==> src/rtl/oled_text_feeder.sv <==
// rtl/oled_text_feeder.sv - 64-cell ASCII text buffer streamed one glyph per send_done edge to the OLED controller
// Optional feature: OLED_FEEDER_AUTO_REFRESH_EN (continuous back-to-back frames after the first refresh).
module oled_text_feeder #(
  parameter int          NUM_CHARS  = 64,
  parameter int          ADDR_W     = 6,
  parameter logic [6:0]  BLANK_CHAR = 7'h20
) (
  input  logic              clock,
  input  logic              reset,
  input  logic              wr_en,
  input  logic [ADDR_W-1:0] wr_addr,
  input  logic [6:0]        wr_char,
  input  logic              clear,
  input  logic              refresh,
  output logic              busy,
  output logic              frame_done,
  output logic [6:0]        send_data,
  output logic              send_data_valid,
  input  logic              send_done
);

  typedef enum logic [1:0] {IDLE, LOAD, WAIT_ACK, FINISH} state_t;

  localparam logic [ADDR_W-1:0] LAST_IDX = ADDR_W'(NUM_CHARS - 1);

  state_t            state;
  logic [ADDR_W-1:0] idx;
  logic              send_done_q;
  logic              ack;
  logic [6:0]        cells [NUM_CHARS];

  // The controller holds send_done high for many cycles; only its rising edge retires a glyph.
  assign ack = send_done & ~send_done_q;

  always_ff @(posedge clock or posedge reset) begin
    if (reset) begin
      send_done_q <= 1'b0;
    end else begin
      send_done_q <= send_done;
    end
  end

  // Clear blanks everything first; a same-cycle write then lands on top of the blank grid.
  always_ff @(posedge clock or posedge reset) begin
    if (reset) begin
      for (int i = 0; i < NUM_CHARS; i++) cells[i] <= BLANK_CHAR;
    end else begin
      if (clear) begin
        for (int i = 0; i < NUM_CHARS; i++) cells[i] <= BLANK_CHAR;
      end
      if (wr_en) begin
        cells[wr_addr] <= wr_char;
      end
    end
  end

  always_ff @(posedge clock or posedge reset) begin
    if (reset) begin
      state           <= IDLE;
      idx             <= '0;
      busy            <= 1'b0;
      frame_done      <= 1'b0;
      send_data       <= 7'h00;
      send_data_valid <= 1'b0;
    end else begin
      frame_done <= 1'b0;
      case (state)
        IDLE: begin
          if (refresh) begin
            idx   <= '0;
            busy  <= 1'b1;
            state <= LOAD;
          end
        end
        LOAD: begin
          send_data       <= cells[idx];
          send_data_valid <= 1'b1;
          state           <= WAIT_ACK;
        end
        WAIT_ACK: begin
          // Valid stays high across cells so the controller's extra page-change read is harmless.
          if (ack) begin
            if (idx == LAST_IDX) begin
              state <= FINISH;
            end else begin
              idx   <= idx + 1'b1;
              state <= LOAD;
            end
          end
        end
        FINISH: begin
          send_data_valid <= 1'b0;
          frame_done      <= 1'b1;
`ifdef OLED_FEEDER_AUTO_REFRESH_EN
          idx   <= '0;
          state <= LOAD;
`else
          busy  <= 1'b0;
          state <= IDLE;
`endif
        end
        default: state <= IDLE;
      endcase
    end
  end

endmodule

==> config.mk <==
export PLATFORM = sky130hd
export DESIGN_NAME = oled_text_feeder
export DESIGN_NICKNAME = d
export VERILOG_FILES = /design/src/rtl/oled_text_feeder.sv
export SDC_FILE = /design/constraint.sdc
export NUM_CORES = 1
export LEC_CHECK = 0
export ABC_CLOCK_PERIOD_IN_PS = 21500
export CORE_MARGIN = 3
export CORE_UTILIZATION = 42
export DETAILED_ROUTE_END_ITERATION = 8
export GPL_TIMING_DRIVEN = 0
export HOLD_SLACK_MARGIN = 0.03
export PLACE_DENSITY = 0.58
export SLEW_MARGIN = 10
export SYNTH_ARGS = -nofsm -noshare
export SYNTH_HDL_FRONTEND = slang
export SYNTH_SLANG_ARGS = --single-unit
==> constraint.sdc <==
create_clock -name clock -period 21.5 [get_ports clock]
set_clock_uncertainty 0.2 [all_clocks]
set_input_delay 4.3 -clock clock [delete_from_list [all_inputs] [get_ports clock]]
set_output_delay 4.3 -clock clock [all_outputs]
set_load 0.01 [all_outputs]
# Word-level counts from Yosys, hierarchy flattened
# Cells that the tools add are included.
dict set report word_totals {
  in_bits 19
  ramBits 0
  romBits 0
  mem_count 0
  wordCells 114
  reg_bits 467
  latch_bits 0
}
dict set report classes {
  n_addsub 1
  bitwise_logic 4
  shifts 0
  eq_ne 7
  magnitude_cmp 3
  n_mux 20
  multipliers 0
  n_div 0
  n_reduce_logical 8
}
# cell n
set ops {}
lappend ops {{$mux W448} 2}
lappend ops {{$bwmux W448} 1}
lappend ops {{$bmux W7 S6} 1}
lappend ops {{$demux W7 S6} 1}
lappend ops {{$mux W7} 3}
lappend ops {{$mux W6} 3}
lappend ops {{$ge A7 B7 Y1 const B} 2}
lappend ops {{$not A6 Y7} 2}
lappend ops {{$pmux W6 S2} 1}
lappend ops {{$pmux W2 S4} 1}
lappend ops {{$lt A7 B1 Y1 const B} 1}
lappend ops {{$add A6 B1 Y6 const B} 1}
lappend ops {{$eq A6 B6 Y1 const B} 1}
lappend ops {{$mux W2} 3}
lappend ops {{$ne A2 B2 Y1 const B} 3}
lappend ops {{$reduce_bool A2 Y1} 3}
lappend ops {{$eq A2 B2 Y1 const B} 2}
lappend ops {{$pmux W1 S2} 2}
lappend ops {{$reduce_and A2 Y1} 2}
lappend ops {{$reduce_and A4 Y1} 1}
lappend ops {{$eq A2 B1 Y1 const B} 1}
lappend ops {{$logic_not A2 Y1} 1}
lappend ops {{$mux W1} 2}
lappend ops {{$and A1 B1 Y1} 1}
lappend ops {{2 further kinds} 2}

# Longest topological paths before layout
# Gate-level depths: netlist (run 1).
dict set report logic_depth {
  ltp_word 7
  ltp_mapped 8
  ltp_nobuf 5
}

# Worst setup path after synthesis (run 1)
# OpenSTA, ideal clock, no wires.
dict set report synth_path {
  path_type {input to register}
  start {in wr_addr[5]}
  end {reg cells[116] (netlist name)}
  cell_stages 7
  slack_ns 15.665
  setup_ns 0.136
  arrival_time_ns 5.500
  cell_sequence {buf_2 > nand2_1 > or2_2 > clkbuf_1 > nor2_1 > clkbuf_1 > o21ai_0}
}
dict set report synth_via {
  elab_chain_len 7
  elab_cells_between_ends 8
  cone_classes {order compare (2); mux (4); bitwise (1); reduce/logical (1)}
}
# element line
set synth_lines {}
lappend synth_lines {{start, declared} 11} ;# input logic [ADDR_W-1:0] wr_addr,
lappend synth_lines {{$not A6 Y7 (not written as such) (*)} 52} ;# cells[wr_addr] <= wr_char;
lappend synth_lines {{$ge A7 B7 Y1 (not written as such) or $lt A7 B1 Y1 (tied branches)} 52}
lappend synth_lines {{$logic_and A1 B1 Y1 (not written as such)} 52}
lappend synth_lines {{$mux W7 (not written as such)} 52}
lappend synth_lines {{$demux W7 S6 (*)} 52}
lappend synth_lines {{$bwmux W448 (*)} 52}
lappend synth_lines {{$mux W448 (*)} 51} ;# if (wr_en) begin
lappend synth_lines {{end signal, assigned by index} 52}
lappend synth_lines {{end, declared} 30} ;# logic [6:0] cells [NUM_CHARS];
# Mark *: on every way between the ends. The rest lies on a longest branch, timed or not.
# A chain may end at the register's enable or synchronous reset.

# Worst setup path in the final report (run 1)
dict set report layout_path {
  start {in wr_addr[2]}
  end {reg cells[342] (netlist name)}
}
# The elaborated chain is that of the path after synthesis.

==> results.json, run 1 <==
{
  "remaining_drc_errors": 0,
  "hp-class": "reg -> reg",
  "max_cap_violations": 0,
  "die_x_um": 242,
  "ant_nets": 0,
  "path_cells": "clkdlybuf4s50_1, clkbuf_1, nand4_1, nor2_1, clkbuf_1, o21ai_0",
  "synth_seq_area_share_pct": 50.3,
  "area_delta_synth_final_pct": 12.5,
  "crit_path_top_delay_cell": "nand4_1",
  "holdBufCountCts": 0,
  "grt_pass1_wl_um": 128000,
  "fmax_mhz": 135,
  "avgSynthCellArea_um2": 9.63,
  "dp.final_hpwl_um": 58600,
  "syn_area_mm2": 0.0234,
  "cts_setup_buffers": 0,
  "drt_iter0_drc": 2630,
  "post-place-ws_ns": 13.67,
  "hold_viol": 0,
  "first_pass_iters": 6,
  "grt.total_usage_pct": 29.2,
  "detail_route.wl_per_cell_um": 26.2,
  "wirelength_um": 86200,
  "synth-main-ff-cell": "dfrtp_1",
  "start_util_pct": 43.0,
  "cp_max_fo": 10,
  "via_per_inst": 5.94,
  "core_mm2": 0.0545,
  "diodes": 0,
  "grt_max_degree": 116,
  "stdcell_count": 3290,
  "cp-startpoint": "wr_addr[2]",
  "io_pins": 29,
  "multi_input_area_mm2": 0.0109,
  "slew_violations": 0,
  "period_share_pct": 34.6,
  "dp.cells": 3193,
  "register_area_mm2": 0.0118,
  "fin_ws_ns": 14.07,
  "worst_setup_path_end_kind": "flop",
  "clkSinkCount": 467,
  "synth_cells": 2430,
  "ys_async_sr_fraction_pct": 100,
  "mostFrequentLayoutCells": "727 x nand2_1, 403 x dfrtp_1, 265 x o21ai_0",
  "vdd_drop_max_uv": 60.1,
  "synth_nets": 2450,
  "cts_max_path_buffers": 3,
  "layout_min_cycle_time_ns": 7.43,
  "die_h_um": 242,
  "synth-edff-count": 0,
  "leakage_uw": 0.0112,
  "clockRootBuffer": "clkbuf_16",
  "arrival_ns": 7.68,
  "cts.clk_slew.worst_paths_ns": 0.07,
  "final_util_pct": 48.3,
  "crit_top_cell": "clkbuf_1",
  "cts_buffers": 53,
  "htreeDepth": 2,
  "layout.nets": 2529,
  "tightest_slew_ns": 1.33,
  "final_common_cell": "nand2_1",
  "n_fill_cell": 5099,
  "gp_congestion": 0.942,
  "vias": 19559,
  "first_global_vias": 19279,
  "rows": 85,
  "die-area_mm2": 0.0586,
  "slew_headroom_pct": 11.2,
  "insertion_delay_ns": 0.61,
  "power_density_mw_per_mm2": 85.0,
  "numPortBuffers": 19,
  "status": "finished, final reports clean",
  "ys_types": 49,
  "cts_resized": 0,
  "cp-start-kind": "primary input",
  "antenna_found_initial": 2,
  "cts_tree": "yes",
  "rsz0062_at_grt": "false",
  "drive_gt1_share_pct": 11.6,
  "max_stage_delay_ns": 1.08,
  "worstPathRequired_ns": 21.75,
  "min_from": "busy$_DFFE_PP0P_",
  "setup_viol": 0,
  "yosys_warnings": 0,
  "critical_path_class": "in -> reg",
  "r2r-start": "idx[1]$_DFFE_PP0P_",
  "synth-seq-cells": 467,
  "overflow": 0
}
==> state kept, by name, summed over array words and instances (netlist names) <==
signal	cells
send_data	7
send_data_valid	1
frame_done	1
state	2
cells	448
send_done_q	1
idx	6
busy	1
==> through the flow <==
| stage | cell area (µm²) | TNS [ns] | hold WS (ns) | power [µW] |
|---|---|---|---|---|
| after floorplan | 23400 | 0 | 0.268 | 1170 |
| after global placement | 24500 | -714.18 | 0.266 | 1350 |
| after detailed placement | 24600 | 0 | 0.275 | 1360 |
| after CTS | 26300 | 0 | 0.304 | 2240 |
| after global routing | 26300 | 0 | 0.322 | 2300 |
| final | 26300 | 0 | 0.300 | 2240 |
==> power breakdown <==
group	leakage (µW)	internal [µW]	switching (µW)	total, µW
registers	0.00627	900	23.0	923
logic	0.00408	143	286	428
clock network	0.000824	507	379	886
==> critical path: cells and delay by family <==
family / cells / cell delay, ns
compound gates: 1 / 0.18
buf+inv: 3 / 1.37
simple gates: 2 / 1.82
==> cell usage after synthesis (3+ instances only) <==
library cell	instances	area share [%]
buf_4	10	0.32
nand3_1	9	0.19
buf_2	16	0.34
nand4_1	3	0.080
and2_1	5	0.13
a221oi_1	6	0.22
o21ai_0	265	5.7
dfstp_2	64	7.2
nand2b_1	202	5.4
mux2_2	4	0.19
a211oi_1	5	0.16
xor2_1	4	0.15
mux2i_1	17	0.73
buf_1	18	0.29
nor3_1	7	0.15
a21o_1	3	0.096
a21oi_1	12	0.26
dfrtp_1	403	43
clkbuf_1	138	2.2
nor2b_1	18	0.48
nand3b_1	199	6.4
nor2_1	113	1.8
nand2_1	727	12
or3b_2	3	0.11
and3_1	5	0.13
inv_1	5	0.080
mux4_2	108	10
and3b_1	3	0.11
o32a_1	4	0.17
o22ai_1	8	0.21
a22oi_1	15	0.48
o221ai_1	3	0.11
o21ai_1	4	0.086
a2111oi_0	3	0.11
nor3b_1	3	0.096
==> cell type report <==
type                    count  area share [%]
clock inverters            11           0.261
clock buffers              86            6.09
multi-input cells        1774            41.2
flip-flops and latches    467            44.7
repair buffers             24            1.18
plain buffers             184            2.90
well taps                 739            3.51
inverters                   5          0.0998
==> metal layers <==
layer,share of wire (%),vias to the layer above,routed length [µm],track usage [%]
li1,-,8384,-,-
met1,41,9950,35600,40.1
met2,43,1002,37500,43.4
met3,10,219,8990,8.62
met4,4.7,4,4030,12.0
met5,0.030,-,26,0
==> cells by family (layout without fill, tap and decap cells) <==
group,count (synthesis),after routing,synth area share [%]
and+or+nand+nor,1305,1305,27.0
AOI/OAI and AO/OA,335,335,7.84
xor gates and xnor gates,4,4,0.150
adders and majority gates,1,1,0.0535
DFF,467,467,50.3
buffers and inverters,189,310,3.34
muxes,129,129,11.3
==> worst paths after layout <==
kind / endpoint / slack [ns] / cells after the start
min reg2reg: busy$_DFFE_PP0P_ / 0.30 / 1
max reg2reg: send_data[1]$_DFFE_PP0P_ / 17.80 / 7
min: busy$_DFFE_PP0P_ / 0.30 / 1
min in group asynchronous: cells[330]$_DFF_PP0_ / 3.93 / 2
max in group asynchronous: cells[428]$_DFF_PP0_ / 15.69 / 4
max: cells[342]$_DFF_PP0_ / 14.07 / 6
Power figures use the tool's default switching activity.
==> inputs of run 2 (changes only) <==
Settings changed: ABC_CLOCK_PERIOD_IN_PS 21500 to 6500, PLACE_DENSITY 0.58 to 0.6.
Clock period 21.5 ns to 6.5 ns, I/O delays scaled along.
==> run 2 against run 1 <==
Effect of this change:
- critical path type unchanged
- flip-flop and latch count did not move
- combinational power rose to 3.3 times the previous value
- design area rose by 1.1%
- sequential power rose to 3.3 times the previous value
- count of clock-buffer cells in the layout fell by 10
- non-clock buffer count rose by 10
- routed wire length fell by 1.9%
- critical endpoint is now cells[284]$_DFF_PP0_
- global-route usage fell by 0.52 points
==> results.json, run 2 (synthesis results as in run 1) <==
{
  "status": "finished, final reports clean",
  "area_delta_synth_final_pct": 13.8,
  "max_stage_delay_ns": 1.04,
  "cts_max_path_buffers": 3,
  "core_mm2": 0.0545,
  "period_share_pct": 67.1,
  "final_common_cell": "nand2_1",
  "die-area_mm2": 0.0586,
  "rows": 85,
  "vdd_drop_max_uv": 224,
  "rsz0062_at_grt": "false",
  "drt_iter0_drc": 2368,
  "setup_viol": 0,
  "wirelength_um": 84500,
  "final_util_pct": 48.9,
  "worst_setup_path_end_kind": "flop",
  "path_cells": "clkdlybuf4s50_1, clkbuf_1, nand4_1, nor2_1, clkbuf_1, o21ai_0",
  "vias": 19384,
  "multi_input_area_mm2": 0.0109,
  "mostFrequentLayoutCells": "727 x nand2_1, 403 x dfrtp_1, 265 x o21ai_0",
  "arrival_ns": 4.63,
  "gp_congestion": 0.919,
  "register_area_mm2": 0.0118,
  "top_regs": "cells (448), send_data (7), idx (6)",
  "largest_reg_flops": 448,
  "die_h_um": 242,
  "switching_power_uw": 2300,
  "hp-class": "reg -> reg",
  "leakage_uw": 0.0113,
  "power_density_mw_per_mm2": 286,
  "layout.nets": 2538,
  "crit_top_cell": "clkbuf_1",
  "grt.total_usage_pct": 28.7,
  "min_from": "busy$_DFFE_PP0P_",
  "crit_path_top_delay_cell": "nand4_1",
  "max_cap_violations": 0,
  "layout_min_cycle_time_ns": 4.36,
  "cts_buffers": 52,
  "first_pass_iters": 6,
  "clkPwrFrac_pct": 41.2,
  "worstPathRequired_ns": 6.77,
  "die_x_um": 242,
  "via_per_inst": 5.87,
  "antenna_found_initial": 1,
  "io_pins": 29,
  "cts_resized": 0,
  "critical_path_class": "in -> reg",
  "internal-power_uw": 5320,
  "dp.final_hpwl_um": 59100,
  "cts_tree": "yes",
  "cts_setup_buffers": 0,
  "numPortBuffers": 19,
  "grt_max_degree": 39,
  "grt_pass1_wl_um": 126000,
  "top_register": "cells",
  "n_fill_cell": 5054,
  "htreeDepth": 2,
  "tightest_slew_ns": 1.37,
  "first_global_vias": 19154,
  "cp-start-kind": "primary input",
  "start_util_pct": 43.0,
  "clkSinkCount": 467,
  "cp-startpoint": "wr_addr[1]",
  "cp_max_fo": 10,
  "swShare_pct": 30.2,
  "comb_power_share_pct": 18.7,
  "holdBufCountCts": 0,
  "insertion_delay_ns": 0.62,
  "cts.clk_slew.worst_paths_ns": 0.06,
  "diodes": 0,
  "drive_gt1_share_pct": 12.3,
  "hold_viol": 0,
  "clockRootBuffer": "clkbuf_16",
  "seqPwrFrac_pct": 40.1,
  "remaining_drc_errors": 0,
  "slew_headroom_pct": 8.52,
  "slew_violations": 0,
  "p_total_uw": 7620,
  "ant_nets": 0,
  "r2r-start": "idx[1]$_DFFE_PP0P_",
  "fmax_mhz": 229,
  "detail_route.wl_per_cell_um": 25.6,
  "overflow": 0
}
[run 2: final timing paths]
check	endpoint	slack (ns)	depth (start not counted)
max reg2reg	send_data[1]$_DFFE_PP0P_	2.62	7
min reg2reg	busy$_DFFE_PP0P_	0.30	1
min in group asynchronous	cells[361]$_DFF_PP0_	0.93	2
max	cells[284]$_DFF_PP0_	2.14	6
max in group asynchronous	cells[75]$_DFF_PP1_	3.74	6
min	busy$_DFFE_PP0P_	0.30	1
[run 2: cell type report]
class                   count  area share, %
flip-flops and latches    467           44.2
multi-input cells        1774           40.8
clock buffers              76           5.84
well taps                 739           3.47
plain buffers             184           2.87
repair buffers             34           1.80
clock inverters            22          0.959
inverters                   5         0.0846
[run 2: power by group through the flow]
stage / Clock, µW / Combinational, µW / Sequential (µW)
6_report: 3140 / 1430 / 3050
5_1_grt: 3300 / 1470 / 3050
4_1_cts: 3160 / 1400 / 3050
3_5_place_dp: 0 / 1400 / 3100
3_3_place_gp: 0 / 1360 / 3100
2_1_floorplan: 0 / 794 / 3080
[run 2: worst max-delay path: cells and delay by family]
family | cells | cell delay (ns)
AND/OR/NAND/NOR | 2 | 1.75
AO/OA/AOI/OAI | 1 | 0.17
buffers and inverters | 3 | 1.39
[run 2: metrics by stage]
step / hold slack, ns / cells / setup slack (ns) / cell area (µm²) / TNS [ns]
final: 0.295 / 3301 / 2.14 / 26600 / 0
after global routing: 0.323 / 3301 / 2.08 / 26600 / 0
after CTS: 0.301 / 3301 / 2.30 / 26600 / 0
after detailed placement: 0.275 / 3203 / 1.68 / 24800 / 0
after global placement: 0.270 / 3188 / -4.53 / 24500 / -1926.87
after floorplan: 0.268 / 2430 / -1.27 / 23400 / -512.07
[run 2: layer usage]
metal / GRT usage [%] / wire, µm
met1: 39.4 / 35100
met4: 13.8 / 4630
met5: 0 / 11
met2: 42.6 / 36700
met3: 7.25 / 8020
==> inputs of run 3 (changes only) <==
Settings changed: ABC_CLOCK_PERIOD_IN_PS 6500 to 3600.
Clock period 6.5 ns to 3.6 ns, I/O delays scaled along.
==> run 3 against run 2 <==
Effect of this change:
- power increased by 81%
- clock power grew 81%
- setup slack worse by 2.1 ns
- global-route usage barely moved
- sequential power is 81% higher
- highest routed layer unchanged
==> results.json, run 3 (synthesis results as in run 1) <==
{
  "post-place-ws_ns": -0.640,
  "top_register": "cells",
  "fin_ws_ns": 0.0268,
  "swShare_pct": 30.2,
  "start_util_pct": 43.0,
  "hp-class": "reg -> reg",
  "cts_buffers": 52,
  "slew_violations": 0,
  "setup_viol": 0,
  "fmax_mhz": 280,
  "grt_pass1_wl_um": 126000,
  "largest_reg_flops": 448,
  "status": "finished, final reports clean",
  "wirelength_um": 84800,
  "stdcell_count": 3304,
  "rrSetupSlack_ns": 0.03,
  "die_x_um": 242,
  "tightest_slew_ns": 1.36,
  "rows": 85,
  "diodes": 0,
  "numPortBuffers": 19,
  "io_pins": 29,
  "holdBufCountCts": 0,
  "dp.final_hpwl_um": 59100,
  "worst_setup_path_end_kind": "flop",
  "clkSinkCount": 467,
  "slew_headroom_pct": 9.31,
  "hold_ws_ns": 0.298,
  "first_pass_iters": 6,
  "final_common_cell": "nand2_1",
  "seqPwrFrac_pct": 40.1,
  "drt_iter0_drc": 2254,
  "gp_congestion": 0.919,
  "critical_path_class": "reg -> reg",
  "remaining_drc_errors": 0,
  "clockRootBuffer": "clkbuf_16",
  "die_h_um": 242,
  "top_regs": "cells (448), send_data (7), idx (6)",
  "layout.nets": 2541,
  "cp-start-kind": "flop",
  "layout_min_cycle_time_ns": 3.57,
  "leakage_uw": 0.0113,
  "cts_tree": "yes",
  "insertion_delay_ns": 0.62,
  "overflow": 0,
  "hold_viol": 0,
  "detail_route.wl_per_cell_um": 25.7,
  "vdd_drop_max_uv": 407,
  "max_cap_violations": 0,
  "cts_max_path_buffers": 3,
  "switching_power_uw": 4160,
  "mostFrequentLayoutCells": "727 x nand2_1, 403 x dfrtp_1, 265 x o21ai_0",
  "cts.clk_slew.worst_paths_ns": 0.06,
  "power_density_mw_per_mm2": 516,
  "tns_ns": 0,
  "htreeDepth": 2,
  "grt_max_degree": 39,
  "vias": 19405,
  "worstPathRequired_ns": 3.88,
  "die-area_mm2": 0.0586,
  "antenna_found_initial": 1,
  "core_mm2": 0.0545,
  "ant_nets": 0,
  "area_delta_synth_final_pct": 13.9,
  "comb_power_share_pct": 18.7,
  "arrival_ns": 3.86,
  "internal-power_uw": 9600,
  "via_per_inst": 5.87,
  "cp_max_fo": 10,
  "dp.cells": 3203,
  "rsz0062_at_grt": "false",
  "grt.total_usage_pct": 28.7,
  "drive_gt1_share_pct": 12.4,
  "clkPwrFrac_pct": 41.2,
  "first_global_vias": 19185,
  "period_share_pct": 99.3
}
## run 3: cell count changes in the layout (fill, tap and decap cells not counted), sizes merged
| cell | delta |
|---|---|
| buf | +2 |
| clkbuf | +1 |
## run 3: metal layers
layer | track usage [%] | vias up | routed length (µm)
met1 | 39.4 | 9809 | 35100
met2 | 42.5 | 946 | 36800
li1 | - | 8410 | -
met4 | 14.0 | 2 | 4790
met5 | 0 | - | 11
met3 | 7.21 | 238 | 8090
## run 3: layout make-up
class / instances / area (µm²)
buffer: 184 / 764
sequential: 467 / 11800
clock buffer: 76 / 1550
clock inverter: 22 / 255
tap: 739 / 925
inverter: 5 / 22.5
timing repair buffer: 37 / 500
multi-input combinational: 1774 / 10900
fill: 5054 / 27800
## run 3: per-stage QoR
step | utilization, % | total power, µW | instance area, µm²
floorplan | - | 6990 | 23400
global placement | 45.0 | 8060 | 24500
detailed placement | 45.6 | 8120 | 24800
CTS | 48.9 | 13700 | 26600
global route | 48.9 | 14100 | 26600
finish | 48.9 | 13800 | 26600
## run 3: power groups by stage
stage                     registers [µW]  clock network, µW  logic, µW
final                               5510               5670       2580
after global routing                5520               5960       2660
after CTS                           5500               5700       2530
after detailed placement            5590                  0       2520
after global placement              5600                  0       2460
after floorplan                     5550                  0       1430
## run 3: worst max-delay path, stage by stage (launching register included)
cell,delay [ns]
dfrtp_1,0.45
buf_2,0.46
clkbuf_1,1.02
mux4_2,0.47
a22oi_1,0.20
nand2_1,0.19
a32oi_1,0.27
a41oi_1,0.15
## run 3: final timing paths
check | start | end | depth (start not counted)
worst max-delay path | idx[1]$_DFFE_PP0P_ | send_data[6]$_DFFE_PP0P_ | 7
worst min-delay path | busy$_DFFE_PP0P_ | busy$_DFFE_PP0P_ | 1
worst max register to register | idx[1]$_DFFE_PP0P_ | send_data[6]$_DFFE_PP0P_ | 7
worst min register to register | busy$_DFFE_PP0P_ | busy$_DFFE_PP0P_ | 1
max in group asynchronous | reset | cells[75]$_DFF_PP1_ | 6
min in group asynchronous | reset | cells[361]$_DFF_PP0_ | 2
## run 3: repair_timing
action                                  CTS  global route
resized for setup                         0             3
endpoints found under the setup margin    6             4
setup buffers                             3             0
pin swaps                                 1             0
==> patch (settings of run 2) <==
Encoding of `state_t`: now Gray code (2 bits for 4 states).
--- a/src/rtl/oled_text_feeder.sv
+++ b/src/rtl/oled_text_feeder.sv
@@ -20,5 +20,5 @@
 );
 
-  typedef enum logic [1:0] {IDLE, LOAD, WAIT_ACK, FINISH} state_t;
+  typedef enum logic [1:0] {IDLE = 2'b00, LOAD = 2'b01, WAIT_ACK = 2'b11, FINISH = 2'b10} state_t;
 
   localparam logic [ADDR_W-1:0] LAST_IDX = ADDR_W'(NUM_CHARS - 1);
Check against the original RTL: no difference found for any inputs over 4 cycles, from zero or initial values and one cycle with reset high; so few cycles prove little.
==> patch against run 2 <==
Power increased by 1.6%. Sequential cell count unchanged. Combinational power increased by 7%. Hold slack improved by 0.013 ns. Design area decreased by 1.4%. Largest cell class unchanged. Global-route usage decreased by 1.6 points. Worst setup slack improved by 0.69 ns. Area after synthesis decreased by 1.9%. Routed wire length decreased by 8.8%. Highest routed layer is now met4.
==> patch: results (changes against run 2) <==
[timing]
post-route-min-period_ns=3.668  ; -0.6928 ns
tightest_slew_ns=1.097  ; -0.2755 ns
fin_hold_ws_ns=0.3086  ; +0.01336 ns

[global_route]
met1_usage_pct=38.32  ; -1.1 points
grt_max_degree=40  ; +2.6%
globalRouteMet2Util_pct=41.23  ; -1.3 points
grt_usage_pct=27.12  ; -1.6 points
grt_antenna_before_repair=0  ; -1
grt_first_pass_wirelength_um=116200  ; -7.8%

[power_and_ir_drop]
pg_comb_mw=1.53  ; +7%
irDropWorstVdd_mv=0.1731  ; -23%
power_density_nw_per_um2=294.8  ; +3.0%
p_leak_nw=10.54  ; -6.8%
p_seq_share_pct=39.2  ; -0.9 points
switchingPower_mw=2.302  ; -0.11%

[drt]
routed_wl_um=77030  ; -8.8%
wl_met2_um=34300  ; -6.6%
wl_met3_um=6277  ; -22%
top_layer_used=met4
m1WireLength_um=33440  ; -4.8%
vias=18360  ; -5.3%
drtIter0Drc=2201  ; -7.1%

[placed_design]
dp_hpwl_um=54230  ; -8.2%
io_buffers=24  ; +5
dpl_cell_area_um2=24410  ; -1.6%
dp_cells=2955  ; -7.7%
gp_congestion=0.9268  ; +0.82%
place_ws_ns=2.396  ; +0.7158 ns

[critical_path]
r2r_end=send_data[6]$_DFFE_PP0N_
slowest_stage=nand4_1
reg2reg_slack_ns=3.70  ; +1.08 ns
crit_arrival_ns=3.98  ; -0.65 ns
worstRegToRegCells=8  ; +1
crit_path_start=wr_en
crit_path_end=cells[113]$_DFF_PP0_
critPathMaxStageDelay_ns=0.83  ; -0.21 ns

[layout]
fillCellCount=4865  ; -3.7%
buffer_area_share_pct=5.616  ; +0.95 points
clock_cell_area_share_pct=7.003  ; +0.21 points
nMultiInputCombCells=1534  ; -14%
n_all_inverters=16  ; +11
finalNonFillerCells=3054  ; -7.5%
nNonClkBuffers=242  ; +11%
drive_above_1_share_pct=14.47  ; +2.2 points
syn2layout_area_growth_pct=14.30
antenna-diode-count=1  ; +1
nNetsFinal=2337  ; -7.9%
multi_input_area_share_pct=38.98  ; -1.8 points

[synthesis]
synth-xor-area-share_pct=0.1144  ; -0.035 points
yosys.area_share.adder_pct=0.2724  ; +0.22 points
ys_seq_area_share_pct=51.24  ; +0.95 points
synthDistinctLibCells=48  ; -2.0%
yosys-top-cells-area=dfrtp_1 44%, mux4_2 9.6%, o21ai_0 8.9%, dfstp_2 7.3%, nand3b_1 6.9%
syn_inst=2220  ; -8.6%
synthTopCellsByCount=410 x o21ai_0, 403 x dfrtp_1, 252 x nand2_1, 212 x nand3b_1, 177 x nand2b_1

[floorplanning]
tapCellCount=696  ; -5.8%

[outcome]
status=finished, final reports clean

==> patch: changes by cell type in the layout (fill, tap and decap cells not counted), moves of 17 or more <==
cell / change
nand2_1: -475
o21ai_0: +145
a21oi_1: +39
mux2i_1: +35
nor2_1: +33
o22ai_1: +28
buf_2: +25
nand2b_1: -25
buf_1: -17
==> patch: worst min-delay path by stage <==
stage                               startpoint              endpoint  cells past startpoint
final                     cells[153]$_DFF_PP0_  cells[153]$_DFF_PP0_                      2
after global routing      cells[138]$_DFF_PP1_  cells[138]$_DFF_PP1_                      2
after CTS                 cells[153]$_DFF_PP0_  cells[153]$_DFF_PP0_                      2
after global placement    cells[263]$_DFF_PP0_  cells[263]$_DFF_PP0_                      2
after floorplan           cells[147]$_DFF_PP0_  cells[147]$_DFF_PP0_                      2
after detailed placement  cells[153]$_DFF_PP0_  cells[153]$_DFF_PP0_                      2
